--- src/rtl/fpadd_special_resolve_pkg.sv ---
// Shared widths, constants and stage bundles for the FP-add special-case resolver.
// The `defines mirror constants.v so the block builds standalone.
`ifndef WIDTH
`define WIDTH 32
`endif
`ifndef WSIG
`define WSIG 23
`endif
`ifndef QNAN_DEFAULT
`define QNAN_DEFAULT 32'h7FC00000
`endif

package fpadd_special_resolve_pkg;

    localparam int WIDTH = `WIDTH;
    localparam int WSIG  = `WSIG;
    localparam int WEXP  = WIDTH - 1 - WSIG;

    localparam logic [WIDTH-1:0] QNAN_DEFAULT = `QNAN_DEFAULT;

    typedef struct packed {
        logic             a_sign;
        logic             b_sign;
        logic             op_sub;
        logic [WIDTH-2:0] a;
        logic [WIDTH-2:0] b;
        logic             ainf;
        logic             binf;
        logic             anan;
        logic             bnan;
        logic             asignan;
        logic             bsignan;
        logic             specinput;
    } s1_t;

    typedef struct packed {
        logic             special;
        logic [WIDTH-1:0] result;
        logic             invalid;
    } s2_t;

    // Force the significand MSB so a signalling NaN leaves as a quiet one.
    function automatic logic [WIDTH-2:0] quiet(
        input logic [WIDTH-2:0] f
    );
        logic [WIDTH-2:0] m;
        m = '0;
        m[WSIG-1] = 1'b1;
        return f | m;
    endfunction

    function automatic logic [WIDTH-1:0] inf_of(
        input logic s
    );
        return {s, {WEXP{1'b1}}, {WSIG{1'b0}}};
    endfunction

endpackage

--- src/rtl/fpadd_special_resolve_fp_pipe_stage.sv ---
// Generic valid/ready register slice; accepts when empty or
// when its content is drained in the same cycle.
module fp_pipe_stage #(
    parameter int W = 1
) (
    input  logic         clk,
    input  logic         rst_n,
    input  logic         in_valid,
    output logic         in_ready,
    input  logic [W-1:0] in_data,
    output logic         out_valid,
    input  logic         out_ready,
    output logic [W-1:0] out_data
);

    assign in_ready = ~out_valid | out_ready;

    always_ff @(posedge clk or negedge rst_n) begin
        if (!rst_n) begin
            out_valid <= 1'b0;
            out_data  <= '0;
        end else if (in_ready) begin
            out_valid <= in_valid;
            if (in_valid) begin
                out_data <= in_data;
            end
        end
    end

endmodule

--- src/rtl/fpadd_special_resolve.sv ---
// Two-stage resolver for NaN/infinity operands of an FP adder,
// with a sticky invalid-operation flag.
module fpadd_special_resolve
    import fpadd_special_resolve_pkg::*;
(
    input  logic             clk,
    input  logic             rst_n,
    input  logic             in_valid,
    output logic             in_ready,
    input  logic             a_sign,
    input  logic             b_sign,
    input  logic             op_sub,
    input  logic [WIDTH-2:0] a,
    input  logic [WIDTH-2:0] b,
    input  logic             ainf,
    input  logic             binf,
    input  logic             anan,
    input  logic             bnan,
    input  logic             asignan,
    input  logic             bsignan,
    input  logic             specinput,
    output logic             out_valid,
    input  logic             out_ready,
    output logic             out_special,
    output logic [WIDTH-1:0] out_result,
    output logic             out_invalid,
    input  logic             flag_clr,
    output logic             invalid_sticky
);

    s1_t  s1_d;
    s1_t  s1_q;
    s2_t  s2_d;
    s2_t  s2_q;
    logic s1_valid;
    logic s2_ready;
    logic inf_sub;

    logic [WIDTH-1:0] res;

    assign s1_d = '{
        a_sign:    a_sign,
        b_sign:    b_sign,
        op_sub:    op_sub,
        a:         a,
        b:         b,
        ainf:      ainf,
        binf:      binf,
        anan:      anan,
        bnan:      bnan,
        asignan:   asignan,
        bsignan:   bsignan,
        specinput: specinput
    };

    fp_pipe_stage #(
        .W($bits(s1_t))
    ) u_s1 (
        .clk      (clk),
        .rst_n    (rst_n),
        .in_valid (in_valid),
        .in_ready (in_ready),
        .in_data  (s1_d),
        .out_valid(s1_valid),
        .out_ready(s2_ready),
        .out_data (s1_q)
    );

    // First matching case wins: NaNs, then inf-inf, then single infinities.
    always_comb begin
        s2_d    = '0;
        res     = '0;
        inf_sub = s1_q.ainf & s1_q.binf
                & (s1_q.a_sign ^ s1_q.b_sign ^ s1_q.op_sub);
        priority case (1'b1)
            s1_q.anan: res = {s1_q.a_sign, quiet(s1_q.a)};
            s1_q.bnan: res = {s1_q.b_sign, quiet(s1_q.b)};
            inf_sub:   res = QNAN_DEFAULT;
            s1_q.ainf: res = inf_of(s1_q.a_sign);
            s1_q.binf: res = inf_of(s1_q.b_sign ^ s1_q.op_sub);
            default:   res = '0;
        endcase
        s2_d.special = s1_q.specinput;
        s2_d.result  = s1_q.specinput ? res : '0;
        s2_d.invalid = s1_q.asignan | s1_q.bsignan | inf_sub;
    end

    fp_pipe_stage #(
        .W($bits(s2_t))
    ) u_s2 (
        .clk      (clk),
        .rst_n    (rst_n),
        .in_valid (s1_valid),
        .in_ready (s2_ready),
        .in_data  (s2_d),
        .out_valid(out_valid),
        .out_ready(out_ready),
        .out_data (s2_q)
    );

    assign out_special = s2_q.special;
    assign out_result  = s2_q.result;
    assign out_invalid = s2_q.invalid;

    always_ff @(posedge clk or negedge rst_n) begin
        if (!rst_n) begin
            invalid_sticky <= 1'b0;
        end else if (out_valid & out_ready & out_invalid) begin
            invalid_sticky <= 1'b1;
        end else if (flag_clr) begin
            invalid_sticky <= 1'b0;
        end
    end

endmodule

--- config.mk ---
export PLATFORM = sky130hd
export DESIGN_NAME = fpadd_special_resolve
export DESIGN_NICKNAME = d
export VERILOG_FILES = /design/src/rtl/fpadd_special_resolve_pkg.sv /design/src/rtl/fpadd_special_resolve_fp_pipe_stage.sv /design/src/rtl/fpadd_special_resolve.sv
export SDC_FILE = /design/constraint.sdc
export NUM_CORES = 1
export LEC_CHECK = 0
export CAP_MARGIN = 10
export CORE_UTILIZATION = 51
export CTS_CLUSTER_DIAMETER = 200
export CTS_CLUSTER_SIZE = 14
export DETAILED_ROUTE_END_ITERATION = 16
export PLACE_DENSITY = 0.8
export SYNTH_ARGS = -nofsm -noshare
export SYNTH_HDL_FRONTEND = slang
export SYNTH_HIERARCHICAL = 1
export SYNTH_SLANG_ARGS = --single-unit
--- constraint.sdc ---
create_clock -name clk -period 1.8 [get_ports clk]
set_input_delay 0.18 -clock clk [delete_from_list [all_inputs] [get_ports clk]]
set_output_delay 0.18 -clock clk [all_outputs]
set_load 0.05 [all_outputs]
Word-level counts from Yosys, hierarchy flattened
Index checks and enable logic that the tools add are counted.
{"block": "totals", "register_bits": 109, "input_bits": 77, "out_inout_bits": 37, "wordCells": 29}
{"block": "classes", "n_mux": 8, "bitwise_logic": 13, "n_reduce_logical": 3}
{"op": "$mux W32", "count": 6}
{"op": "$and A1 B1 Y1", "count": 4}
{"op": "$or A1 B1 Y1", "count": 4}
{"op": "$reduce_and A2 Y1", "count": 2}
{"op": "$xor A1 B1 Y1", "count": 3}
{"op": "$mux W1", "count": 2}
{"op": "$not A1 Y1", "count": 2}
{"op": "$reduce_bool A2 Y1", "count": 1}

Longest topological paths before layout
Gate-level depths: netlist of the first run.
{"block": "depth", "depth_word": 7, "ltp_mapped": 6, "ltp_nobuf": 4}

Hierarchy
Netlist of the first run, hierarchy kept.
{"mod": "fp_pipe_stage (u_s1)", "instances": 1, "cells_each": 155, "area_per_inst_um2": 3010.4, "seq_area_each_um2": 1826.8}
{"mod": "fp_pipe_stage (u_s2)", "instances": 1, "cells_each": 75, "area_per_inst_um2": 1463.9, "seq_area_each_um2": 875.8}
{"mod": "fpadd_special_resolve", "instances": 1, "cells_each": 95, "area_per_inst_um2": 619.3, "seq_area_each_um2": 25.0}

Least setup slack after synthesis of the first run
OpenSTA, ideal clock, no wires.
{"block": "synth_path", "path_kind": "reg-to-reg", "startpoint": "register u_s2.out_valid", "endpoint": "register u_s1.out_data[0]", "setup_ps": 125, "arrival_time_ps": 1668, "t_required_ps": 1675, "slack_ps": 6, "stages_incl_launch_ff": 6, "n_path_buf": 1, "synth_period_minus_slack_ps": 1794, "path_cell_list": "dfrtp_1 nand2b_4 nand2b_4 nand2_4 buf_6 mux2_4"}
{"block": "synth_via", "elab_chain_len": 4}
{"item": "from (decl)", "line_no": "fpadd_special_resolve_fp_pipe_stage.sv:11", "rtl": "output logic out_valid,"}
{"item": "from (signal assigned)", "line_no": "fpadd_special_resolve_fp_pipe_stage.sv:23", "rtl": "out_valid <= in_valid;"}
{"item": "$not A1 Y1", "line_no": "fpadd_special_resolve_fp_pipe_stage.sv:16", "rtl": "assign in_ready = ~out_valid | out_ready;"}
{"item": "$or A1 B1 Y1", "line_no": "fpadd_special_resolve_fp_pipe_stage.sv:16"}
{"item": "via s2_ready", "line_no": "fpadd_special_resolve.sv:36", "rtl": "logic s2_ready;"}
{"item": "$or A1 B1 Y1", "line_no": "fpadd_special_resolve_fp_pipe_stage.sv:16"}
{"item": "via in_ready", "line_no": "fpadd_special_resolve.sv:9", "rtl": "output logic in_ready,"}
{"item": "$reduce_and A2 Y1 (no source line)"}
{"item": "to (signal assigned)", "line_no": "fpadd_special_resolve_fp_pipe_stage.sv:25", "rtl": "out_data <= in_data;"}
{"item": "to (decl)", "line_no": "fpadd_special_resolve_fp_pipe_stage.sv:13", "rtl": "output logic [W-1:0] out_data"}
The timed path passes the listed nets, and every way through them passes these cells.
A chain may end at the register's enable or synchronous reset.

Worst setup path in the final report of the first run
{"block": "layout_path", "startpoint": "register u_s2.out_data[27]", "endpoint": "output out_result[26]"}
{"item": "from (decl)", "line_no": "fpadd_special_resolve_fp_pipe_stage.sv:13"}
{"item": "from (signal assigned)", "line_no": "fpadd_special_resolve_fp_pipe_stage.sv:25"}
{"item": "to (decl)", "line_no": "fpadd_special_resolve.sv:25", "rtl": "output logic [WIDTH-1:0] out_result,"}
No word-level cell between the ends.

==> key figures, run 1 <==
Layout
  – Most common cell after layout, fill and taps aside: dfrtp_1
  – Final net count: 516
  – Share of cells above drive strength 1: 31.98%
  – Most frequent cells in the layout: dfrtp_1 (107), clkdlybuf4s50_1 (103), mux2_4 (98)
  – ANT cells: 0
  – Area Growth Syn to Fin: 29.82%

Yosys
  – Syn Area/Cell: 15.62 um2
  – Mapped Area: 5014 um2
  – Ys Warns: 6
  – Syn_nets: 398
  – Mapped Cells: 321

Timing
  – RSZ-0062 raised after global routing: no
  – Final worst path period share: 97.38%
  – WHS: 0.2682 ns
  – Tmin final: 1.753 ns
  – TNS Setup: 0 ns
  – Skew final: 0.01838 ns
  – Max Fclk: 570.5 MHz
  – Relative slew slack: 56.53%
  – Slew Limit Fails: 0
  – Tightest Pin Transition: 0.6507 ns
  – Final setup fails: 0
  – Final Hold Violating Endpoints: 0

Detailed routing
  – Drt wl/cell: 17.64 um
  – DRT Wirelength: 10110 um
  – Initial drt markers: 107
  – Remaining antenna violation count: 0
  – Drt drc: 0
  – First-pass DRT Iterations: 4
  – DR vias/cell: 5.202
  – Vias post-DR: 2981

Global route
  – Initial antenna violation count: 0
  – Total congestion overflow: 0
  – Largest net degree at the start of global routing: 57
  – All-Layer GR Usage: 21.15%
  – Global-route wire length before repair: 16530 um
  – Vias in the first global route: 3197

Worst setup path
  – Critical Path AT: 1.57 ns
  – Worst r2r src: u_s1/out_data[4]
  – Crit Path Class: flip-flop to output pin
  – CP max FO: 2
  – Critical path endpoint category: output pin
  – CP Data Required Time: 1.62 ns
  – Crit-path cells: clkdlybuf4s50_1
  – Worst path slowest cell: clkdlybuf4s50_1
  – Buf/Inv on CP: 1
  – Crit path max-delay family: buffers and inverters
  – CP peak stage delay: 0.82 ns
  – Startpoint Class: flip-flop
  – Crit. Startpoint: u_s2/out_data[27]

Outcome
  – Outcome: finished clean

Clocking
  – Worst-skew pair later-pin latency: 0.36 ns
  – Root buf cell: clkbuf_8
  – Clk sinks: 107
  – H-tree levels: 3
  – Clock buffer depth: 2
  – CTS tree: yes
  – Clock transition at path regs: 0.10 ns
  – Inserted Clock Buffers: 9

Min path
  – Hold Crit Class: input port to asynchronous set/reset pin

Die
  – Row count: 35
  – Die ar.: 10230 um2
  – Initial Util: 53.50%
  – Die height: 101.2 um
  – Core area: 9371 um2
  – Floorplan die width: 101.2 um
  – Ports: 114

Run
  – Max Cap Violations: 0

Placement
  – Placer Congestion: 0.7630
  – I/O Buffers: 111
  – DP HPWL: 6927 um

Power and ir drop
  – Pleak: 3.075 nW
  – Worst vdd ir: 0.5269 mV
  – PwrDens: 1097 nW/um2
==> flip-flops by register name, indices dropped and copies added (netlist names) <==
name and cells:
u_s1/out_data 70, u_s2/out_data 34, invalid_sticky 1, u_s1/out_valid 1, u_s2/out_valid 1
==> per-layer routing <==
layer / vias up / global-route usage [%] / wire length, um
met1: 1513 / 28.87 / 4560
met3: 8 / 4.417 / 488
met5: - / 0 / 0
met2: 89 / 35.06 / 4989
met4: 0 / 4.571 / 68
li1: 1371 / - / -
==> what timing repair did <==
item | 4_1_cts | 5_1_grt
gates resized for setup | 1 | 5
setup endpoints to repair | 1 | 5
hold buffers | 1 | 0
buffers inserted | 0 | 0
endpoints found under the hold margin | 26 | 0
pin swaps | 0 | 0
==> final timing paths <==
path / endpoint / slack, ns / depth (start not counted)
min in group clk: invalid_sticky / 0.38 / 2
hold / removal: u_s1/out_data[38] / 0.27 / 2
setup / recovery: out_result[26] / 0.05 / 1
setup reg to reg: u_s2/out_data[32] / 0.15 / 4
max in group asynchronous: u_s1/out_data[50] / 0.85 / 3
hold reg to reg: u_s1/out_data[1] / 0.51 / 1
==> power by group <==
part	leakage [nW]	switching [mW]	internal (mW)
registers	1.29	0.307	2.83
clock network	0.0976	0.839	0.597
logic	1.69	1.30	1.27
==> metrics by stage <==
step	std cells	utilization (%)	total power, mW	setup slack, ns	cell area [um2]
finish	573	69.45	7.139	0.04714	6509
global route	573	69.45	7.451	0.0003878	6509
CTS	573	69.32	7.219	0.02082	6496
detailed placement	556	67.13	5.759	0.04690	6291
global placement	556	67.13	5.684	0.06037	6291
floorplan	321	-	4.888	0.006399	5014
==> final cells by class <==
class                   count  area (um2)
multi-input cells         193        2133
inverters                   2       7.507
fillers                   690        2863
clock inverters             5       45.04
clock buffers              11       151.4
flip-flops and latches    107        2678
repair buffers            126        1333
well taps                 129       161.4
No activity file was read; power rests on OpenSTA's default activity.
==> run 2: changes to the inputs <==
--- a/config.mk
+++ b/config.mk
@@ -10,6 +10,7 @@
 export CTS_CLUSTER_DIAMETER = 200
 export CTS_CLUSTER_SIZE = 14
 export DETAILED_ROUTE_END_ITERATION = 16
+export HOLD_SLACK_MARGIN = 0.15
 export PLACE_DENSITY = 0.8
 export SYNTH_ARGS = -nofsm -noshare
 export SYNTH_HDL_FRONTEND = slang
==> results of run 2 <==
Same layout as run 1: the final DEF is identical, and so are final timing and power.
